`src/rtl/aq_vpu_fp_dis_buf_if.sv`:
```
// FP dispatch bundle: VIDU dispatch packet, FP forward bus and EX1 issue port.
// The buffer uses the slave modport; the surrounding pipeline uses master.
interface aq_vpu_fp_dis_buf_if;
   logic        vidu_vpu_vid_fp_inst_vld;
   logic        vpu_vidu_fp_dis_rdy;
   logic [19:0] vidu_vpu_vid_fp_inst_func;
   logic [9:0]  vidu_vpu_vid_fp_inst_eu;
   logic [4:0]  vidu_vpu_vid_fp_inst_dstf_reg;
   logic        vidu_vpu_vid_fp_inst_dstf_vld;
   logic [63:0] vidu_vpu_vid_fp_inst_srcf0_data;
   logic [63:0] vidu_vpu_vid_fp_inst_srcf1_data;
   logic [63:0] vidu_vpu_vid_fp_inst_srcf2_data;
   logic [4:0]  vidu_vpu_vid_fp_inst_srcf2_reg;
   logic        vidu_vpu_vid_fp_inst_srcf2_vld;
   logic        vidu_vpu_vid_fp_inst_srcf2_rdy;

   logic        vpu_fp_fwd_vld;
   logic [4:0]  vpu_fp_fwd_reg;
   logic [63:0] vpu_fp_fwd_data;

   logic        fp_ex1_issue_vld;
   logic        fp_ex1_issue_rdy;
   logic [19:0] fp_ex1_func;
   logic [9:0]  fp_ex1_eu;
   logic [4:0]  fp_ex1_dstf_reg;
   logic        fp_ex1_dstf_vld;
   logic [63:0] fp_ex1_srcf0_data;
   logic [63:0] fp_ex1_srcf1_data;
   logic [63:0] fp_ex1_srcf2_data;
   logic        fp_dis_buf_empty;

   modport slave (
      input  vidu_vpu_vid_fp_inst_vld, vidu_vpu_vid_fp_inst_func, vidu_vpu_vid_fp_inst_eu,
             vidu_vpu_vid_fp_inst_dstf_reg, vidu_vpu_vid_fp_inst_dstf_vld,
             vidu_vpu_vid_fp_inst_srcf0_data, vidu_vpu_vid_fp_inst_srcf1_data,
             vidu_vpu_vid_fp_inst_srcf2_data, vidu_vpu_vid_fp_inst_srcf2_reg,
             vidu_vpu_vid_fp_inst_srcf2_vld, vidu_vpu_vid_fp_inst_srcf2_rdy,
             vpu_fp_fwd_vld, vpu_fp_fwd_reg, vpu_fp_fwd_data, fp_ex1_issue_rdy,
      output vpu_vidu_fp_dis_rdy, fp_ex1_issue_vld, fp_ex1_func, fp_ex1_eu,
             fp_ex1_dstf_reg, fp_ex1_dstf_vld, fp_ex1_srcf0_data, fp_ex1_srcf1_data,
             fp_ex1_srcf2_data, fp_dis_buf_empty
   );

   modport master (
      output vidu_vpu_vid_fp_inst_vld, vidu_vpu_vid_fp_inst_func, vidu_vpu_vid_fp_inst_eu,
             vidu_vpu_vid_fp_inst_dstf_reg, vidu_vpu_vid_fp_inst_dstf_vld,
             vidu_vpu_vid_fp_inst_srcf0_data, vidu_vpu_vid_fp_inst_srcf1_data,
             vidu_vpu_vid_fp_inst_srcf2_data, vidu_vpu_vid_fp_inst_srcf2_reg,
             vidu_vpu_vid_fp_inst_srcf2_vld, vidu_vpu_vid_fp_inst_srcf2_rdy,
             vpu_fp_fwd_vld, vpu_fp_fwd_reg, vpu_fp_fwd_data, fp_ex1_issue_rdy,
      input  vpu_vidu_fp_dis_rdy, fp_ex1_issue_vld, fp_ex1_func, fp_ex1_eu,
             fp_ex1_dstf_reg, fp_ex1_dstf_vld, fp_ex1_srcf0_data, fp_ex1_srcf1_data,
             fp_ex1_srcf2_data, fp_dis_buf_empty
   );
endinterface

```
`src/rtl/aq_vpu_fp_dis_buf.sv`:
```
// Two-entry in-order FP dispatch buffer: holds packets until srcf2 is final
// (capturing forwarded data), then issues them to EX1 under valid/ready.
module aq_vpu_fp_dis_buf (
   input  logic                   cpuclk,
   input  logic                   cpurst_b,
   input  logic                   rtu_yy_xx_flush,
   aq_vpu_fp_dis_buf_if.slave     bus
);
   localparam int ENTRY_NUM = 2;

   typedef struct packed {
      logic        vld;
      logic        f2_wait;
      logic [19:0] func;
      logic [9:0]  eu;
      logic [4:0]  dstf_reg;
      logic        dstf_vld;
      logic [63:0] srcf0;
      logic [63:0] srcf1;
      logic [63:0] srcf2;
      logic [4:0]  srcf2_reg;
   } entry_t;

   entry_t     ent [ENTRY_NUM];
   entry_t     head;
   entry_t     new_ent;
   logic       wr_ptr;
   logic       rd_ptr;
   logic [1:0] count;
   logic       enq;
   logic       deq;
   logic       f2_pend;
   logic       fwd_hit_in;

   // Ready looks only at the registered count, keeping EX1 ready off the VIDU path.
   assign bus.vpu_vidu_fp_dis_rdy = (count != 2'(ENTRY_NUM));
   assign enq        = bus.vidu_vpu_vid_fp_inst_vld & bus.vpu_vidu_fp_dis_rdy;
   assign head       = ent[rd_ptr];
   assign deq        = bus.fp_ex1_issue_vld & bus.fp_ex1_issue_rdy;
   assign f2_pend    = bus.vidu_vpu_vid_fp_inst_srcf2_vld & ~bus.vidu_vpu_vid_fp_inst_srcf2_rdy;
   assign fwd_hit_in = f2_pend & bus.vpu_fp_fwd_vld &
                       (bus.vpu_fp_fwd_reg == bus.vidu_vpu_vid_fp_inst_srcf2_reg);

   always_comb begin
      new_ent           = '0;
      new_ent.vld       = 1'b1;
      new_ent.f2_wait   = f2_pend & ~fwd_hit_in;
      new_ent.func      = bus.vidu_vpu_vid_fp_inst_func;
      new_ent.eu        = bus.vidu_vpu_vid_fp_inst_eu;
      new_ent.dstf_reg  = bus.vidu_vpu_vid_fp_inst_dstf_reg;
      new_ent.dstf_vld  = bus.vidu_vpu_vid_fp_inst_dstf_vld;
      new_ent.srcf0     = bus.vidu_vpu_vid_fp_inst_srcf0_data;
      new_ent.srcf1     = bus.vidu_vpu_vid_fp_inst_srcf1_data;
      new_ent.srcf2     = fwd_hit_in ? bus.vpu_fp_fwd_data : bus.vidu_vpu_vid_fp_inst_srcf2_data;
      new_ent.srcf2_reg = bus.vidu_vpu_vid_fp_inst_srcf2_reg;
   end

   // NOTE: payload is reset too, so the EX1 fields read a defined all-zero entry
   // after reset rather than X; state updates use non-blocking assignments.
   always_ff @(posedge cpuclk or negedge cpurst_b) begin
      if (!cpurst_b) begin
         for (int i = 0; i < ENTRY_NUM; i++) ent[i] <= '0;
         wr_ptr <= 1'b0;
         rd_ptr <= 1'b0;
         count  <= 2'd0;
      end else if (rtu_yy_xx_flush) begin
         for (int i = 0; i < ENTRY_NUM; i++) ent[i].vld <= 1'b0;
         wr_ptr <= 1'b0;
         rd_ptr <= 1'b0;
         count  <= 2'd0;
      end else begin
         for (int i = 0; i < ENTRY_NUM; i++) begin
            if (ent[i].vld && ent[i].f2_wait && bus.vpu_fp_fwd_vld &&
                (bus.vpu_fp_fwd_reg == ent[i].srcf2_reg)) begin
               ent[i].srcf2   <= bus.vpu_fp_fwd_data;
               ent[i].f2_wait <= 1'b0;
            end
         end
         if (deq) begin
            ent[rd_ptr].vld <= 1'b0;
            rd_ptr          <= ~rd_ptr;
         end
         // The write slot is never the resident entry, so this cannot clash with capture.
         if (enq) begin
            ent[wr_ptr] <= new_ent;
            wr_ptr      <= ~wr_ptr;
         end
         if (enq && !deq)      count <= count + 2'd1;
         else if (deq && !enq) count <= count - 2'd1;
      end
   end

   assign bus.fp_ex1_issue_vld  = head.vld & ~head.f2_wait;
   assign bus.fp_ex1_func       = head.func;
   assign bus.fp_ex1_eu         = head.eu;
   assign bus.fp_ex1_dstf_reg   = head.dstf_reg;
   assign bus.fp_ex1_dstf_vld   = head.dstf_vld;
   assign bus.fp_ex1_srcf0_data = head.srcf0;
   assign bus.fp_ex1_srcf1_data = head.srcf1;
   assign bus.fp_ex1_srcf2_data = head.srcf2;
   assign bus.fp_dis_buf_empty  = (count == 2'd0);
endmodule

```
`src/flat_wrapper.sv`:
```
// flat-port wrapper written by rule: the top's interface ports become plain ports
module aq_vpu_fp_dis_buf_flat 
  (cpuclk, cpurst_b, rtu_yy_xx_flush, bus_vidu_vpu_vid_fp_inst_vld, bus_vidu_vpu_vid_fp_inst_func, bus_vidu_vpu_vid_fp_inst_eu, bus_vidu_vpu_vid_fp_inst_dstf_reg, bus_vidu_vpu_vid_fp_inst_dstf_vld, bus_vidu_vpu_vid_fp_inst_srcf0_data, bus_vidu_vpu_vid_fp_inst_srcf1_data, bus_vidu_vpu_vid_fp_inst_srcf2_data, bus_vidu_vpu_vid_fp_inst_srcf2_reg, bus_vidu_vpu_vid_fp_inst_srcf2_vld, bus_vidu_vpu_vid_fp_inst_srcf2_rdy, bus_vpu_fp_fwd_vld, bus_vpu_fp_fwd_reg, bus_vpu_fp_fwd_data, bus_fp_ex1_issue_rdy, bus_vpu_vidu_fp_dis_rdy, bus_fp_ex1_issue_vld, bus_fp_ex1_func, bus_fp_ex1_eu, bus_fp_ex1_dstf_reg, bus_fp_ex1_dstf_vld, bus_fp_ex1_srcf0_data, bus_fp_ex1_srcf1_data, bus_fp_ex1_srcf2_data, bus_fp_dis_buf_empty);
  aq_vpu_fp_dis_buf_if bus_i ();
  input  logic cpuclk;
  input  logic cpurst_b;
  input  logic rtu_yy_xx_flush;
  input wire logic [$bits(bus_i.vidu_vpu_vid_fp_inst_vld)-1:0] bus_vidu_vpu_vid_fp_inst_vld;
  input wire logic [$bits(bus_i.vidu_vpu_vid_fp_inst_func)-1:0] bus_vidu_vpu_vid_fp_inst_func;
  input wire logic [$bits(bus_i.vidu_vpu_vid_fp_inst_eu)-1:0] bus_vidu_vpu_vid_fp_inst_eu;
  input wire logic [$bits(bus_i.vidu_vpu_vid_fp_inst_dstf_reg)-1:0] bus_vidu_vpu_vid_fp_inst_dstf_reg;
  input wire logic [$bits(bus_i.vidu_vpu_vid_fp_inst_dstf_vld)-1:0] bus_vidu_vpu_vid_fp_inst_dstf_vld;
  input wire logic [$bits(bus_i.vidu_vpu_vid_fp_inst_srcf0_data)-1:0] bus_vidu_vpu_vid_fp_inst_srcf0_data;
  input wire logic [$bits(bus_i.vidu_vpu_vid_fp_inst_srcf1_data)-1:0] bus_vidu_vpu_vid_fp_inst_srcf1_data;
  input wire logic [$bits(bus_i.vidu_vpu_vid_fp_inst_srcf2_data)-1:0] bus_vidu_vpu_vid_fp_inst_srcf2_data;
  input wire logic [$bits(bus_i.vidu_vpu_vid_fp_inst_srcf2_reg)-1:0] bus_vidu_vpu_vid_fp_inst_srcf2_reg;
  input wire logic [$bits(bus_i.vidu_vpu_vid_fp_inst_srcf2_vld)-1:0] bus_vidu_vpu_vid_fp_inst_srcf2_vld;
  input wire logic [$bits(bus_i.vidu_vpu_vid_fp_inst_srcf2_rdy)-1:0] bus_vidu_vpu_vid_fp_inst_srcf2_rdy;
  input wire logic [$bits(bus_i.vpu_fp_fwd_vld)-1:0] bus_vpu_fp_fwd_vld;
  input wire logic [$bits(bus_i.vpu_fp_fwd_reg)-1:0] bus_vpu_fp_fwd_reg;
  input wire logic [$bits(bus_i.vpu_fp_fwd_data)-1:0] bus_vpu_fp_fwd_data;
  input wire logic [$bits(bus_i.fp_ex1_issue_rdy)-1:0] bus_fp_ex1_issue_rdy;
  output wire logic [$bits(bus_i.vpu_vidu_fp_dis_rdy)-1:0] bus_vpu_vidu_fp_dis_rdy;
  output wire logic [$bits(bus_i.fp_ex1_issue_vld)-1:0] bus_fp_ex1_issue_vld;
  output wire logic [$bits(bus_i.fp_ex1_func)-1:0] bus_fp_ex1_func;
  output wire logic [$bits(bus_i.fp_ex1_eu)-1:0] bus_fp_ex1_eu;
  output wire logic [$bits(bus_i.fp_ex1_dstf_reg)-1:0] bus_fp_ex1_dstf_reg;
  output wire logic [$bits(bus_i.fp_ex1_dstf_vld)-1:0] bus_fp_ex1_dstf_vld;
  output wire logic [$bits(bus_i.fp_ex1_srcf0_data)-1:0] bus_fp_ex1_srcf0_data;
  output wire logic [$bits(bus_i.fp_ex1_srcf1_data)-1:0] bus_fp_ex1_srcf1_data;
  output wire logic [$bits(bus_i.fp_ex1_srcf2_data)-1:0] bus_fp_ex1_srcf2_data;
  output wire logic [$bits(bus_i.fp_dis_buf_empty)-1:0] bus_fp_dis_buf_empty;
  assign bus_i.vidu_vpu_vid_fp_inst_vld = bus_vidu_vpu_vid_fp_inst_vld;
  assign bus_i.vidu_vpu_vid_fp_inst_func = bus_vidu_vpu_vid_fp_inst_func;
  assign bus_i.vidu_vpu_vid_fp_inst_eu = bus_vidu_vpu_vid_fp_inst_eu;
  assign bus_i.vidu_vpu_vid_fp_inst_dstf_reg = bus_vidu_vpu_vid_fp_inst_dstf_reg;
  assign bus_i.vidu_vpu_vid_fp_inst_dstf_vld = bus_vidu_vpu_vid_fp_inst_dstf_vld;
  assign bus_i.vidu_vpu_vid_fp_inst_srcf0_data = bus_vidu_vpu_vid_fp_inst_srcf0_data;
  assign bus_i.vidu_vpu_vid_fp_inst_srcf1_data = bus_vidu_vpu_vid_fp_inst_srcf1_data;
  assign bus_i.vidu_vpu_vid_fp_inst_srcf2_data = bus_vidu_vpu_vid_fp_inst_srcf2_data;
  assign bus_i.vidu_vpu_vid_fp_inst_srcf2_reg = bus_vidu_vpu_vid_fp_inst_srcf2_reg;
  assign bus_i.vidu_vpu_vid_fp_inst_srcf2_vld = bus_vidu_vpu_vid_fp_inst_srcf2_vld;
  assign bus_i.vidu_vpu_vid_fp_inst_srcf2_rdy = bus_vidu_vpu_vid_fp_inst_srcf2_rdy;
  assign bus_i.vpu_fp_fwd_vld = bus_vpu_fp_fwd_vld;
  assign bus_i.vpu_fp_fwd_reg = bus_vpu_fp_fwd_reg;
  assign bus_i.vpu_fp_fwd_data = bus_vpu_fp_fwd_data;
  assign bus_i.fp_ex1_issue_rdy = bus_fp_ex1_issue_rdy;
  assign bus_vpu_vidu_fp_dis_rdy = bus_i.vpu_vidu_fp_dis_rdy;
  assign bus_fp_ex1_issue_vld = bus_i.fp_ex1_issue_vld;
  assign bus_fp_ex1_func = bus_i.fp_ex1_func;
  assign bus_fp_ex1_eu = bus_i.fp_ex1_eu;
  assign bus_fp_ex1_dstf_reg = bus_i.fp_ex1_dstf_reg;
  assign bus_fp_ex1_dstf_vld = bus_i.fp_ex1_dstf_vld;
  assign bus_fp_ex1_srcf0_data = bus_i.fp_ex1_srcf0_data;
  assign bus_fp_ex1_srcf1_data = bus_i.fp_ex1_srcf1_data;
  assign bus_fp_ex1_srcf2_data = bus_i.fp_ex1_srcf2_data;
  assign bus_fp_dis_buf_empty = bus_i.fp_dis_buf_empty;
  aq_vpu_fp_dis_buf u_core (.cpuclk(cpuclk), .cpurst_b(cpurst_b), .rtu_yy_xx_flush(rtu_yy_xx_flush), .bus(bus_i));
endmodule
```
`config.mk`:
```
export PLATFORM = sky130hd
export DESIGN_NAME = aq_vpu_fp_dis_buf_flat
export DESIGN_NICKNAME = d
export VERILOG_FILES = /design/src/rtl/aq_vpu_fp_dis_buf_if.sv /design/src/rtl/aq_vpu_fp_dis_buf.sv /design/src/flat_wrapper.sv
export SDC_FILE = /design/constraint.sdc
export NUM_CORES = 1
export LEC_CHECK = 0
export CAP_MARGIN = 20
export CORE_MARGIN = 4
export CORE_UTILIZATION = 50
export DETAILED_ROUTE_END_ITERATION = 8
export HOLD_SLACK_MARGIN = 0.06
export PLACE_DENSITY = 0.81
export SETUP_SLACK_MARGIN = 0.5
export SLEW_MARGIN = 20
export SYNTH_ARGS = -nofsm -noshare
export SYNTH_HDL_FRONTEND = slang
export SYNTH_SLANG_ARGS = --single-unit
```
`constraint.sdc`:
```
create_clock -name cpuclk -period 2.7 [get_ports cpuclk]
set_input_delay 0.54 -clock cpuclk [delete_from_list [all_inputs] [get_ports cpuclk]]
set_output_delay 0.54 -clock cpuclk [all_outputs]
set_load 0.05 [all_outputs]
```
======== After elaboration in Yosys (flattened, before gate mapping) ========
Cells that the tools add are included.
storage, ports and cells
  bits in registers ....................... 474
  bits in latches ......................... 0
  bits in writable memories ............... 0
  ROM bits ................................ 0
  output and inout port bits .............. 231
  memories kept ........................... 0
cells by class
  add/sub/neg operators ................... 2
  multipliers ............................. 0
  div/mod/pow operators ................... 0
  magnitude comparators ................... 4
  eq/ne operators ......................... 4
  shift-type cells ........................ 0
  muxes and demuxes ....................... 30
  bitwise operators ....................... 14
  reduce and logical (&&, ||, !) cells .... 16
operators with widths
  cell                   count
  $mux W470              3
  $mux W235              5
  $bwmux W470            2
  $demux W235 S1         2
  $mux W64               5
  $eq A5 B5 Y1           3
  $logic_and A1 B1 Y1    10
  $mux W1                10
  $and A1 B1 Y1          7
  $mux W2                3
  $not A1 Y1             5
  $ge A2 B2 Y1 const B   2
  $lt A2 B1 Y1 const B   2
  $not A1 Y2             2
  $reduce_bool A2 Y1     2
  $reduce_bool A3 Y1     1
  $add A2 B1 Y2 const B  1
  $logic_not A1 Y1       2
  $logic_not A2 Y1       1
  $ne A2 B2 Y1 const B   1
  $sub A2 B1 Y2 const B  1

======== Longest topological paths before layout ========
Gate-level depths: netlist (run 1).
  depth in word-level cells ............... 12
  gate-level depth with buffers ........... 8
  depth with buffers taken out ............ 5

======== Worst setup path after synthesis (run 1) ========
Ideal clock, no wire load.
  path kind ............................... register -> output
  start ................................... reg u_core.rd_ptr
  end ..................................... out bus_fp_ex1_srcf2_data[1]
  arrival time ............................ 2021 ps
  path slack .............................. 139 ps
  stages on the path, launching flop included .. 5
  buffers on the path ..................... 3
  cells stage by stage .................... dfrtp_1 clkbuf_1 clkbuf_1 clkbuf_1 o21ai_0
on the way
  word-level cells in the longest chain between the ends .. 4
RTL lines
  what                                           RTL line                 RTL
  from (decl)                                    aq_vpu_fp_dis_buf.sv:28  logic rd_ptr;
  from (signal assigned)                         aq_vpu_fp_dis_buf.sv:81  rd_ptr <= ~rd_ptr;
  $not A1 Y2 (implied by the code)               aq_vpu_fp_dis_buf.sv:38  assign head = ent[rd_ptr];
  $mux W235 (implied by the code) (3 in series)  aq_vpu_fp_dis_buf.sv:38
  to (decl)                                      flat_wrapper.sv:31       output wire logic [$bits(bus_i.fp_ex1_srcf2_data)-1:0] bus_fp_ex1_srcf2_data;
No other way between the ends. The select of a mux whose other input is x is not followed.

======== Worst setup path in the final report (run 1) ========
  start ................................... reg u_core.rd_ptr
  end ..................................... out bus_fp_ex1_srcf0_data[20]
on the way
  word-level cells in the longest chain between the ends .. 4
RTL lines
  what                                           RTL line                 RTL
  $not A1 Y2 (implied by the code)               aq_vpu_fp_dis_buf.sv:38
  $mux W235 (implied by the code) (3 in series)  aq_vpu_fp_dis_buf.sv:38
  to (decl)                                      flat_wrapper.sv:29       output wire logic [$bits(bus_i.fp_ex1_srcf0_data)-1:0] bus_fp_ex1_srcf0_data;
No other way between the ends. The select of a mux whose other input is x is not followed.

==> results of run 1 <==
==> what timing repair did <==
action / in CTS / in global routing
setup buffers: 8 / 0
endpoints found under the hold margin: 57 / 0
setup endpoints to repair: 231 / 233
hold buffers: 1 / 0
cloned: 5 / 1
resized for setup: 75 / 12
==> area by class of cell <==
type                            count  area share
Sequential cell                   474      0.4019
Tap cell                          585     0.02479
Multi-Input combinational cell   1571      0.3048
Antenna cell                       14    0.001187
Timing Repair Buffer              607      0.2067
Inverter                           23    0.002924
Clock buffer                       71     0.04776
Clock inverter                     20    0.009958
==> cell usage in the layout (no fill, tap or decap), types with 23 or more instances in the layout <==
cell / n
a221o_1: 117
and3_1: 57
buf_4: 205
dfrtp_1: 473
buf_6: 47
mux2_2: 224
and2_1: 45
clkdlybuf4s50_1: 308
nand2_1: 1023
buf_12: 31
inv_1: 23
clkbuf_16: 51
==> through the flow <==
stage / worst slack (ns) / area, sq um
after global routing: 0.06208 / 29530
final: 0.1126 / 29530
after floorplan: 0.4866 / 21680
after CTS: 0.07215 / 29430
after global placement: 0.1015 / 27240
after detailed placement: 0.01689 / 27240
==> cell families after synthesis <==
logic type	share of synthesized area
buf+inv	0.04068
flops	0.5470
mux	0.1174
xor+xnor	0.006867
compound gates	0.06342
simple gates	0.2246
==> tightest hold or removal path: cells and delay by family (launching register included) <==
kind	cells	cell delay [ns]
flip-flops	1	0.34
AND/OR/NAND/NOR	2	0.10
==> sequential cells by signal (all words and copies together) (netlist names) <==
register       flops
u_core.rd_ptr      1
u_core.ent       470
u_core.wr_ptr      1
u_core.count       2
==> synthesized netlist by cell type, types with 3 or more instances <==
cell	instances	share of area
buf_1	3	0.00052
and2_1	45	0.013
dfrtp_1	474	0.55
a221o_1	117	0.054
nor3_1	22	0.0051
nor2_1	6	0.0010
nand2_1	1023	0.18
inv_1	23	0.0040
nand3_1	3	0.00069
xor2_1	11	0.0044
mux2_2	226	0.12
clkbuf_1	46	0.0080
and3_1	57	0.016
buf_2	84	0.019
o21ai_0	5	0.0012
a221oi_1	9	0.0036
and2_0	10	0.0029
nor2_2	3	0.00087
a21oi_1	3	0.00069
buf_6	17	0.0088
xnor2_1	6	0.0024
==> worst min-delay path by stage <==
stage                     slack, ns                           to                               startpoint  cells past startpoint
after global placement         0.45  u_core.ent[139]$_DFFE_PN0P_              u_core.ent[139]$_DFFE_PN0P_                      2
after CTS                      0.46  u_core.ent[346]$_DFFE_PN0P_  bus_vidu_vpu_vid_fp_inst_srcf1_data[42]                      3
final                          0.47  u_core.ent[211]$_DFFE_PN0P_              u_core.ent[211]$_DFFE_PN0P_                      2
after floorplan                0.24  u_core.count[0]$_DFFE_PN0P_                                 cpurst_b                      0
after detailed placement       0.46  u_core.ent[163]$_DFFE_PN0P_              u_core.ent[163]$_DFFE_PN0P_                      2
after global routing           0.48  u_core.ent[431]$_DFFE_PN0P_              u_core.ent[431]$_DFFE_PN0P_                      2
==> power groups by stage <==
| stage | sequential (mW) | clock [mW] | combinational [mW] |
|---|---|---|---|
| global route | 10.8 | 7.59 | 11.7 |
| detailed placement | 10.6 | 0 | 10.7 |
| floorplan | 10.2 | 0 | 7.59 |
| CTS | 10.5 | 7.27 | 11.1 |
| finish | 10.5 | 7.17 | 11.1 |
| global placement | 10.4 | 0 | 10.5 |
==> metal layers <==
layer	vias up	GRT usage	part of all wire
met5	-	0	0.0012
met4	14	0.1491	0.052
met3	219	0.08918	0.092
met2	920	0.4825	0.48
met1	9324	0.3607	0.37
li1	8349	-	-
==> metrics.csv, run 1 <==
stage,metric,value,unit
hold_path,min_path_type,register to register,
timing,period_needed,2.587,ns
worst_setup_path,endpoint_kind,output port,
worst_setup_path,cpMostUsedCell,buf_16,
synthesis,syn_area_per_cell,9.776,sq um
floorplanning,ios,541,
power,p_leak,14.68,nW
clock_tree,cts_tree,built,
final_layout,area_delta_synth_final,36.17,%
worst_setup_path,r2r_slack,0.52,ns
drt,dr.pass1.iters,7,
worst_setup_path,start_kind,register,
job,maxCapViolations,0,
floorplanning,die_y,216.2,um
synthesis,ys_seq_area_frac,0.5470,
power,internal-power,17.84,mW
timing,final_hold_viol_count,0,
power,ir_worst_vdd,742.9,uV
power,pwr-share-comb,0.385,
clock_tree,clock_latency,0.59,ns
timing,setup_viol,0,
placement,numPlacedInstances,3245,
synthesis,synthesis.nets,2528,
global_route,grt_pass1_vias,19350,
worst_setup_path,crit_arrival,2.05,ns
synthesis,syn_inst,2218,
outcome,status,"finished, final reports clean",
worst_setup_path,r2r_start,u_core.count[0]$_DFFE_PN0P_,
final_layout,fin_cells,3365,
clock_tree,cts_inserted_buffers,50,
drt,vias_per_cell,5.595,
drt,vias,18830,
placement,portBuffers,540,
placement,hpwlAfterDp,47210,um
worst_setup_path,endpoint,bus_fp_ex1_srcf0_data[20],
clock_tree,cts_buffer_depth,3,
worst_setup_path,critPathLaunch,u_core.rd_ptr$_DFFE_PN0P_,
synthesis,yosysWarnings,0,
global_route,gr-total-overflow,0,
worst_setup_path,r2r_cells,6,
timing,finalCritPeriodShare,0.9583,
drt,ant_nets,0,
clock_tree,path_clk_slew,0.06,ns
floorplanning,die_x,216.2,um
worst_setup_path,required,2.16,ns
worst_setup_path,path_class,register to output port,
clock_tree,cts-root-buf,clkbuf_16,
timing,setup_tns,0,ns
timing,hold_ws,0.4667,ns
global_route,grt_max_degree,181,
synthesis,synth_cell_type_count,45,
timing,max_clock_freq,0.3865,GHz
power,power_density,975.7,nW/um^2
global_route,grt_pass1_wl,110200,um
worst_setup_path,cp_slowest_cell,dfrtp_4,
synthesis,ys_seq_elements,474,
power,pwr-share-seq,0.366,
drt,drt_iter0_drc,1665,
floorplanning,fp-row-count,76,
timing,slew_violations,0,
timing,rsz0062_at_grt,yes,
final_layout,multi_input_area,9000,sq um
final_layout,final_nets,3037,
power,switching_share,0.3809,
synthesis,synth-main-ff-cell,dfrtp_1,
power,power,28.81,mW
final_layout,post-route-util,0.6869,
worst_setup_path,worstPathCellList,buf_16 > buf_12 > buf_16 > mux2_2 > buf_6,
timing,max_slew_margin,0.2646,
synthesis,synth_edf_count,0,
synthesis,syn_area,21680,sq um
worst_setup_path,critPathTopFamily,buffers and inverters,
power,power_frac_clock,0.249,
timing,skew,0.02065,ns
final_layout,regArea,11870,sq um
final_layout,drive_gt1_frac,0.2260,
drt,drc,0,
drt,wl,71870,um
drt,wl_per_cell,21.36,um
worst_setup_path,cp.depth,5,
floorplanning,dieArea,46760,sq um
worst_setup_path,r2r-end,u_core.ent[436]$_DFFE_PN0P_,
final_layout,fill_cells,3110,
floorplanning,initial_utilization,0.5045,
worst_setup_path,cpPeakStageDelay,0.53,ns
floorplanning,core,42980,sq um
timing,tightest_slew,1.103,ns
global_route,grt_usage,0.2964,
worst_setup_path,path_buf_inv,4,
worst_setup_path,path_max_fanout,18,
global_route,antenna_found_initial,21,
clock_tree,clock-sinks,474,
power,power.switching,10.97,mW
synthesis,async_flop_share,1.000,
clock_tree,htree_levels,2,
placement,place_congestion,0.8847,
Power figures use the tool's default switching activity.
==> run 2: changes to the inputs <==
--- a/config.mk
+++ b/config.mk
@@ -10,6 +10,7 @@
 export CORE_UTILIZATION = 50
 export DETAILED_ROUTE_END_ITERATION = 8
 export HOLD_SLACK_MARGIN = 0.06
+export MAX_ROUTING_LAYER = met4
 export PLACE_DENSITY = 0.81
 export SETUP_SLACK_MARGIN = 0.5
 export SLEW_MARGIN = 20
==> metrics.csv, run 2 (same netlist as run 1, synthesis figures left out) <==
stage,metric,value,unit,change
outcome,status,"finished, final reports clean",,unchanged
worst_setup_path,endpoint_kind,output port,,unchanged
worst_setup_path,crit_arrival,2.09,ns,was 2.05 ns
job,maxCapViolations,0,,unchanged
floorplanning,ios,541,,unchanged
timing,rsz0062_at_grt,yes,,unchanged
global_route,antenna_found_initial,21,,unchanged
worst_setup_path,cp_slowest_cell,dfrtp_4,,unchanged
clock_tree,path_clk_slew,0.06,ns,about the same
final_layout,reg_top3,"u_core.ent: 470 flops, u_core.count: 2 flops",,unchanged
worst_setup_path,cpMostUsedCell,buf_12,,was buf_16
final_layout,drive_gt1_frac,0.2266,,was 0.2260
global_route,grt_max_degree,101,,was 181
clock_tree,clock_latency,0.60,ns,was 0.59 ns
clock_tree,clock-sinks,474,,unchanged
placement,place_congestion,0.9048,,was 0.8847
drt,drt_iter0_drc,1701,,was 1665
floorplanning,core,42980,sq um,unchanged
worst_setup_path,path_class,register to output port,,unchanged
timing,tightest_slew,0.5908,ns,was 1.103 ns
floorplanning,initial_utilization,0.5045,,unchanged
timing,max_clock_freq,0.3797,GHz,was 0.3865 GHz
floorplanning,fp-row-count,76,,unchanged
timing,period_needed,2.634,ns,was 2.587 ns
drt,vias,18790,,was 18830
global_route,grt_pass1_wl,111500,um,was 110200 um
clock_tree,cts_tree,built,,unchanged
final_layout,area_delta_synth_final,36.81,%,was 36.17%
drt,wl_per_cell,21.45,um,was 21.36 um
power,power_density,977.1,nW/um^2,was 975.7 nW/um^2
final_layout,fill_cells,3098,,was 3110
worst_setup_path,worstPathCellList,buf_12 > buf_12 > clkbuf_16 > mux2_2 > buf_6,,was buf_16 > buf_12 > buf_16 > mux2_2 > buf_6
global_route,gr-total-overflow,0,,unchanged
final_layout,regArea,11870,sq um,unchanged
floorplanning,die_y,216.2,um,unchanged
timing,setup_ws,0.06614,ns,was 0.1126 ns
timing,skew,0.01592,ns,was 0.02065 ns
floorplanning,dieArea,46760,sq um,unchanged
worst_setup_path,cpPeakStageDelay,0.50,ns,was 0.53 ns
final_layout,final_nets,3036,,was 3037
clock_tree,cts_inserted_buffers,50,,unchanged
final_layout,final_common_cell,nand2_1,,unchanged
worst_setup_path,path_max_fanout,8,,was 18
hold_path,min_path_type,primary input to async pin,,was register to register
drt,wl,72380,um,was 71870 um
timing,finalCritPeriodShare,0.9755,,was 0.9583
clock_tree,cts-root-buf,clkbuf_16,,unchanged
floorplanning,die_x,216.2,um,unchanged
power,p_leak,14.74,nW,was 14.68 nW
timing,setup_viol,0,,unchanged
timing,max_slew_margin,0.6061,,was 0.2646
timing,hold_ws,0.4387,ns,was 0.4667 ns
final_layout,layout_common_cells,"nand2_1 (1023), dfrtp_1 (473), clkdlybuf4s50_1 (308), mux2_2 (217), buf_4 (203)",,"was nand2_1 (1023), dfrtp_1 (473), clkdlybuf4s50_1 (308), mux2_2 (224), buf_4 (205)"
placement,portBuffers,540,,unchanged
drt,ant_nets,0,,unchanged
clock_tree,htree_levels,2,,unchanged
placement,hpwlAfterDp,47300,um,was 47210 um
worst_setup_path,required,2.16,ns,about the same
drt,vias_per_cell,5.568,,was 5.595
final_layout,regMostFlops,u_core.ent,,unchanged
worst_setup_path,start_kind,register,,unchanged
clock_tree,cts_buffer_depth,3,,unchanged
timing,final_hold_viol_count,0,,unchanged
final_layout,multi_input_area,9014,sq um,was 9000 sq um
drt,drc,0,,unchanged
global_route,grt_pass1_vias,19660,,was 19350
placement,place_ws,0.04849,ns,was 0.01689 ns
global_route,grt_usage,0.3085,,was 0.2964
final_layout,largest_reg_flops,470,,unchanged
timing,slew_violations,0,,unchanged
power,ir_worst_vdd,749.1,uV,was 742.9 uV
drt,dr.pass1.iters,7,,unchanged
timing,setup_tns,0,ns,unchanged
## run 2: cell types whose count changed in the layout (fill, tap and decap cells not counted), sizes merged
cell,change
diode,+9
clkbuf,+6
buf,-4
bufinv,-1
clkdlybuf4s15,-1
clkinv,-1
clkinvlp,+1
inv,+1
## run 2: critical path, delay by kind of cell, from the launching register on
family	cells	cell delay, ns
DFF	1	0.50
muxes	1	0.36
buffers and inverters	4	0.64
## run 2: routing by layer
metal  vias to the layer above  part of all wire  GRT usage
met5                         -                 0          -
met4                         0             0.052     0.1472
met3                       186             0.092    0.08216
met2                       896              0.48     0.4887
met1                      9319              0.38     0.3701
li1                       8391                 -          -
## run 2: power by group
group / internal, mW / switching [mW] / total [mW] / leakage (nW)
clock network: 4.38 / 2.94 / 7.31 / 0.868
logic: 4.26 / 6.90 / 11.2 / 7.96
registers: 9.32 / 1.19 / 10.5 / 5.91
total: 18.0 / 11.0 / 29.0 / 14.7
## run 2: final timing paths
kind                                             startpoint                          end  slack, ns  cells past startpoint
worst min-delay path                               cpurst_b   u_core.ent[56]$_DFFE_PN0N_       0.44                      2
worst max-delay path              u_core.rd_ptr$_DFFE_PN0P_    bus_fp_ex1_srcf0_data[38]       0.07                      5
worst min register to register  u_core.ent[177]$_DFFE_PN0P_  u_core.ent[177]$_DFFE_PN0P_       0.47                      2
worst max register to register    u_core.rd_ptr$_DFFE_PN0P_  u_core.count[1]$_DFFE_PN0P_       0.53                      6
min in group cpuclk             u_core.ent[177]$_DFFE_PN0P_  u_core.ent[177]$_DFFE_PN0P_       0.47                      2
max in group asynchronous                          cpurst_b  u_core.ent[223]$_DFFE_PN0P_       1.31                      4
## run 2: repair_timing
item / CTS / global route
setup endpoints to repair: 232 / 232
buffers inserted: 9 / 1
hold buffers: 1 / 0
gates cloned: 4 / 3
resized for setup: 45 / 42
endpoints found under the hold margin: 30 / 0
## run 2: final cells by class
type                            count  area share
Clock buffer                       73     0.04981
Timing Repair Buffer              606      0.2076
Multi-Input combinational cell   1571      0.3038
Inverter                           23    0.002910
Antenna cell                       23    0.001940
Tap cell                          585     0.02467
Sequential cell                   474      0.4000
Clock inverter                     20    0.009279
## run 2: stage by stage
stage	utilization	std cells	total power [mW]	area [sq um]
3_5_place_dp	0.6339	3241	21.31	27240
5_1_grt	0.6901	3373	30.31	29660
4_1_cts	0.6838	3348	28.91	29390
3_3_place_gp	0.6339	3241	20.90	27240
2_1_floorplan	-	2218	17.76	21680
6_report	0.6902	3375	28.99	29670
